### src/rtl/timer_sequencer.sv
// Command sequencer for the seconds timer: queues interval values and issues them one at a time,
// waiting for the timer's expiry pulse, with a watchdog and a safe abort path.
module timer_sequencer #(
    parameter int unsigned DEPTH = 8,
    parameter int unsigned AW    = 3,
    parameter logic [23:0] WDOG  = 24'd8421376
) (
    input  logic          Clk,
    input  logic          rst,
    input  logic          wr_en,
    input  logic [7:0]    wr_data,
    input  logic          go,
    input  logic          abort,
    input  logic          clr_err,
    input  logic          pluse,
    output logic          start,
    output logic [7:0]    alarm,
    output logic          evt,
    output logic          done,
    output logic          busy,
    output logic          full,
    output logic          empty,
    output logic [AW:0]   level,
    output logic          err_ovf,
    output logic          err_wdog
);

    typedef enum logic [2:0] {StIdle, StLoad, StFire, StWait, StGap, StFlush} state_e;

    state_e        state_q, state_d;
    logic [7:0]    mem [DEPTH];
    logic [AW-1:0] wr_ptr_q, rd_ptr_q;
    logic [AW:0]   level_q;
    logic [7:0]    alarm_q;
    logic [23:0]   wdog_q, wdog_d, wdog_inc;
    logic          done_q, done_d;
    logic          err_ovf_q, err_wdog_q;
    logic          push, pop, flush, wdog_set, wdog_exp, ovf;

    assign empty    = (level_q == '0);
    assign full     = (level_q == (AW+1)'(DEPTH));
    assign wdog_inc = wdog_q + 24'd1;
    assign wdog_exp = (wdog_inc >= WDOG);
    // A write is judged against the registered full flag; a same-cycle pop does not make room.
    assign push     = wr_en && !full && !flush;
    assign ovf      = wr_en && full;

    always_comb begin
        state_d  = state_q;
        wdog_d   = wdog_q;
        flush    = 1'b0;
        pop      = 1'b0;
        done_d   = 1'b0;
        wdog_set = 1'b0;
        unique case (state_q)
            StIdle: begin
                if (abort) begin
                    flush = 1'b1;
                end else if (go && !empty) begin
                    state_d = StLoad;
                end
            end
            StLoad: begin
                if (abort) begin
                    flush   = 1'b1;
                    state_d = StIdle;
                end else begin
                    pop     = 1'b1;
                    state_d = StFire;
                end
            end
            StFire: begin
                wdog_d = '0;
                if (abort) begin
                    flush   = 1'b1;
                    state_d = StFlush;
                end else begin
                    state_d = StWait;
                end
            end
            StWait: begin
                wdog_d = wdog_inc;
                if (abort) begin
                    flush   = 1'b1;
                    state_d = StFlush;
                end else if (pluse) begin
                    state_d = StGap;
                end else if (wdog_exp) begin
                    wdog_set = 1'b1;
                    flush    = 1'b1;
                    state_d  = StIdle;
                end
            end
            StGap: begin
                if (abort) begin
                    flush   = 1'b1;
                    state_d = StIdle;
                end else if (!empty) begin
                    state_d = StLoad;
                end else begin
                    done_d  = 1'b1;
                    state_d = StIdle;
                end
            end
            StFlush: begin
                // The timer is still running; hold off until it finishes or the watchdog gives up.
                wdog_d = wdog_inc;
                flush  = abort;
                if (pluse) begin
                    state_d = StIdle;
                end else if (wdog_exp) begin
                    wdog_set = 1'b1;
                    state_d  = StIdle;
                end
            end
            default: state_d = StIdle;
        endcase
    end

    always_ff @(posedge Clk) begin
        if (rst) begin
            state_q    <= StIdle;
            wr_ptr_q   <= '0;
            rd_ptr_q   <= '0;
            level_q    <= '0;
            alarm_q    <= '0;
            wdog_q     <= '0;
            done_q     <= 1'b0;
            err_ovf_q  <= 1'b0;
            err_wdog_q <= 1'b0;
        end else begin
            state_q <= state_d;
            wdog_q  <= wdog_d;
            done_q  <= done_d;
            if (pop) begin
                alarm_q <= mem[rd_ptr_q];
            end
            if (flush) begin
                wr_ptr_q <= '0;
                rd_ptr_q <= '0;
                level_q  <= '0;
            end else begin
                if (push) wr_ptr_q <= wr_ptr_q + AW'(1);
                if (pop)  rd_ptr_q <= rd_ptr_q + AW'(1);
                if (push && !pop)      level_q <= level_q + (AW+1)'(1);
                else if (pop && !push) level_q <= level_q - (AW+1)'(1);
            end
            if (ovf)          err_ovf_q <= 1'b1;
            else if (clr_err) err_ovf_q <= 1'b0;
            if (wdog_set)     err_wdog_q <= 1'b1;
            else if (clr_err) err_wdog_q <= 1'b0;
        end
    end

    always_ff @(posedge Clk) begin
        if (push) mem[wr_ptr_q] <= wr_data;
    end

    assign start    = (state_q == StFire);
    assign evt      = (state_q == StGap);
    assign busy     = (state_q != StIdle);
    assign done     = done_q;
    assign alarm    = alarm_q;
    assign level    = level_q;
    assign err_ovf  = err_ovf_q;
    assign err_wdog = err_wdog_q;

endmodule

### config.mk
export PLATFORM = sky130hd
export DESIGN_NAME = timer_sequencer
export DESIGN_NICKNAME = d
export VERILOG_FILES = /design/src/rtl/timer_sequencer.sv
export SDC_FILE = /design/constraint.sdc
export NUM_CORES = 1
export LEC_CHECK = 0
export ABC_AREA = 1
export CAP_MARGIN = 0
export CORE_MARGIN = 2
export CORE_UTILIZATION = 25
export DETAILED_ROUTE_END_ITERATION = 12
export PLACE_DENSITY = 0.5
export SLEW_MARGIN = 10
export SYNTH_ARGS = -nofsm -noshare
export SYNTH_HDL_FRONTEND = slang
export SYNTH_SLANG_ARGS = --single-unit
### constraint.sdc
create_clock -name Clk -period 3.7 [get_ports Clk]
set_input_delay 0.37 -clock Clk [delete_from_list [all_inputs] [get_ports Clk]]
set_output_delay 0.37 -clock Clk [all_outputs]
set_load 0.005 [all_outputs]
==> flow_metrics.tcl <==
set metrics [dict create \
    worstPathBufferInverterCount 3 \
    crit_slowest_cell "dfxtp_1" \
    die_w_um 147.6 \
    wl_per_cell_um 13.95 \
    regToRegEndpoint "level[3]$_SDFFE_PP0P_" \
    critPathArrivalTime_ns 3.61 \
    fin_worst_skew_ns 0.008551 \
    grt.overflow.total 0 \
    yosys_warnings 0 \
    startpoint_type "register" \
    layout.nets 602 \
    vias 3869 \
    synth_top_flop_cell "edfxtp_1" \
    cts_made_buffers 9 \
    critical_path.cell_chain "nand3_1 > inv_1 > nand2_1 > nor2_1 > nand3_1 > nand2_1 > nand3_1 > nor2_2 > nand2_2 > nand3_1 > nand2_1 > nand2_2 > nand3_4 > inv_1 > ha_1 > inv_1 > ha_1 > a21o_1 > a21oi_2 > o21ai_0 > a21oi_1 > xor2_1 > nor2_1" \
    seqCellArea_um2 2885 \
    syn_avg_cell_area_um2 9.546 \
    p_per_area_nw_per_um2 398.7 \
    end_kind "register" \
    dp_cells 837 \
    synth_cell_types 40 \
    cts-root-buf "clkbuf_16" \
    dpl.hpwl_um 8127 \
    drtIter0Drc 188 \
    crit_path_frequent_cell "nand3_1" \
    slew_violations 0 \
    cts_sinks 112 \
    fillerInstances 2043 \
    worst_path_dominant_cell_family "simple AND/OR/NAND/NOR gates" \
    syn_inst 540 \
    synth_nets 562 \
    drive_above_1_share_pct 12.99 \
    syn_area_um2 5155 \
    setup.worst_path.end "level[3]$_SDFFE_PP0P_" \
    r2r_start "wdog_q[2]$_SDFFE_PP0P_" \
    antenna_found_initial 0 \
    p_leak_nw 1.984 \
    cts_tree "built" \
    slowest_delay_ns 0.38 \
    fp.coreArea_um2 20230 \
    max_freq_ghz 0.2979 \
    finalSetupViolCount 0 \
    status "finished clean" \
    peakVddDrop_uv 203.7 \
    slew_headroom_pct 22.23 \
    htree_levels 3 \
    synth-edff-count 64 \
    final_cells 855 \
    drt_pass1_iterations 4 \
    postCtsHoldBufs 0 \
    ys_seq_area_share_pct 55.92 \
    required_ns 3.95 \
    final_cell_mix "101 x nand2_1, 81 x nor2_1, 64 x edfxtp_1" \
    synthToLayoutAreaGrowth_pct 20.00 \
    drt.antenna.violating_nets 0 \
    io_buffers 34 \
    drc 0 \
    gp_congestion 0.8102 \
    critPathMaxFanout 7 \
    min_period_ns 3.356 \
    grt_pass1_wl_um 19150 \
    grt_max_degree 35 \
    routed_wl_um 11930 \
    postSynth.asyncResetShare_pct 0 \
    min_from "err_ovf$_SDFFE_PP0P_" \
    grt_use_total_pct 11.21 \
    tightest_slew_ns 1.165 \
    finalHoldViolCount 0 \
    worst_r2r_path_depth 23 \
    cp-startpoint "wdog_q[2]$_SDFFE_PP0P_" \
    clk_pin_slew_ns 0.08 \
    ios 35 \
    clockBufferDepth 2 \
    antenna_cells 0 \
    period_share_pct 90.71 \
    r2r_slack_ns 0.34 \
    hp-class "register to register" \
    layout_commonest_cell "nand2_1" \
    clk_latency_ns 0.36 \
    die_area_um2 21780 \
    initial_core_util_pct 25.48 \
    viasPerCell 4.525 \
    drv_cap 0 \
    final_util_pct 30.57 \
    rows 52 \
    tns_ns 0 \
    cp.depth 23 \
    rsz0062_at_grt "false" \
    ys_seq_elements 112 \
    die_h_um 147.6 \
    multi_input_area_um2 2077 \
    crit_type "register to register" \
    first_global_vias 3758 \
]
-- how the worst min path moves through the flow --
stage | end | depth (start not counted)
global route | wdog_q[1]$_SDFFE_PP0P_ | 2
floorplan | wdog_q[1]$_SDFFE_PP0P_ | 2
detailed placement | err_ovf$_SDFFE_PP0P_ | 2
global placement | err_ovf$_SDFFE_PP0P_ | 2
finish | err_ovf$_SDFFE_PP0P_ | 2
CTS | err_ovf$_SDFFE_PP0P_ | 2
-- per-stage QoR --
step / setup slack, ns / hold slack (ns) / power (mW) / instance area [um^2]
floorplan: 0.6503 / 0.4574 / 1.426 / 5155
global placement: 0.3831 / 0.4556 / 1.485 / 5851
detailed placement: 0.2916 / 0.4560 / 1.488 / 5851
CTS: 0.2531 / 0.4674 / 2.496 / 6160
global route: 0.01676 / 0.4978 / 2.557 / 6186
finish: 0.3437 / 0.4666 / 2.466 / 6186
-- repair_timing --
item	in CTS	in global routing
hold endpoints to repair	0	0
setup buffers	0	2
setup endpoints to repair	0	1
resized for setup	0	5
-- registers in the layout (all words and copies together), names as in the netlist --
| name | count |
|---|---|
| done | 1 |
| err_wdog | 1 |
| mem | 64 |
| err_ovf | 1 |
| rd_ptr_q | 3 |
| state_q | 3 |
| level | 4 |
| wdog_q | 24 |
| wr_ptr_q | 3 |
| alarm | 8 |
-- layout make-up --
cell class	count	share of cell area, %
Clock inverter	7	1.355
Multi-Input combinational cell	374	33.58
Timing Repair Buffer	48	7.201
Tap cell	270	5.461
Inverter	35	2.124
Clock buffer	9	3.641
Sequential cell	112	46.64
-- metal layers --
layer  GRT usage, %  routed length (um)  up-vias
met3          2.068                 335       19
met1          13.84                5380     1848
met4          4.087                 235        0
met5              0                   0        -
met2          19.56                5978       55
li1               -                   -     1947
-- cells by family after synthesis --
logic type	share of synthesized area, %
simple gates	22.33
flops	55.92
compound gates	13.06
buf+inv	3.956
mux	1.553
xor+xnor	1.335
fa+ha+maj	1.845
-- synthesized netlist by cell type, drive strengths merged, types with 2 or more instances --
cell type	number	area share [%]
a211oi	5	0.73
a21oi	36	3.8
a221oi	2	0.34
a31oi	4	0.49
clkbuf	18	1.3
dfxtp	48	19
edfxtp	64	37
ha	6	1.5
inv	35	2.5
mux2i	8	1.6
nand2	113	9.0
nand3	25	3.3
nand4	4	0.49
nor2	90	7.4
nor3	14	2.1
o211ai	8	1.2
o21ai	24	2.3
o21bai	6	0.87
o221ai	8	1.4
o32ai	8	1.4
xnor2	2	0.34
xor2	5	1.0
-- worst reg2reg max path, stage by stage, from the launching register on --
cell,delay [ns]
dfxtp_1,0.38
nand3_1,0.17
inv_1,0.16
nand2_1,0.07
nor2_1,0.15
nand3_1,0.10
nand2_1,0.11
nand3_1,0.11
nor2_2,0.11
nand2_2,0.08
nand3_1,0.09
nand2_1,0.07
nand2_2,0.08
nand3_4,0.12
inv_1,0.10
ha_1,0.18
inv_1,0.10
ha_1,0.28
a21o_1,0.19
a21oi_2,0.13
o21ai_0,0.09
a21oi_1,0.16
xor2_1,0.17
nor2_1,0.06
-- power breakdown --
| part | internal, mW | switching [mW] | leakage (nW) |
|---|---|---|---|
| Sequential | 1.33 | 0.00803 | 0.966 |
| Clock | 0.492 | 0.516 | 0.152 |
| Combinational | 0.0527 | 0.0715 | 0.866 |
Power figures use the tool's default switching activity.
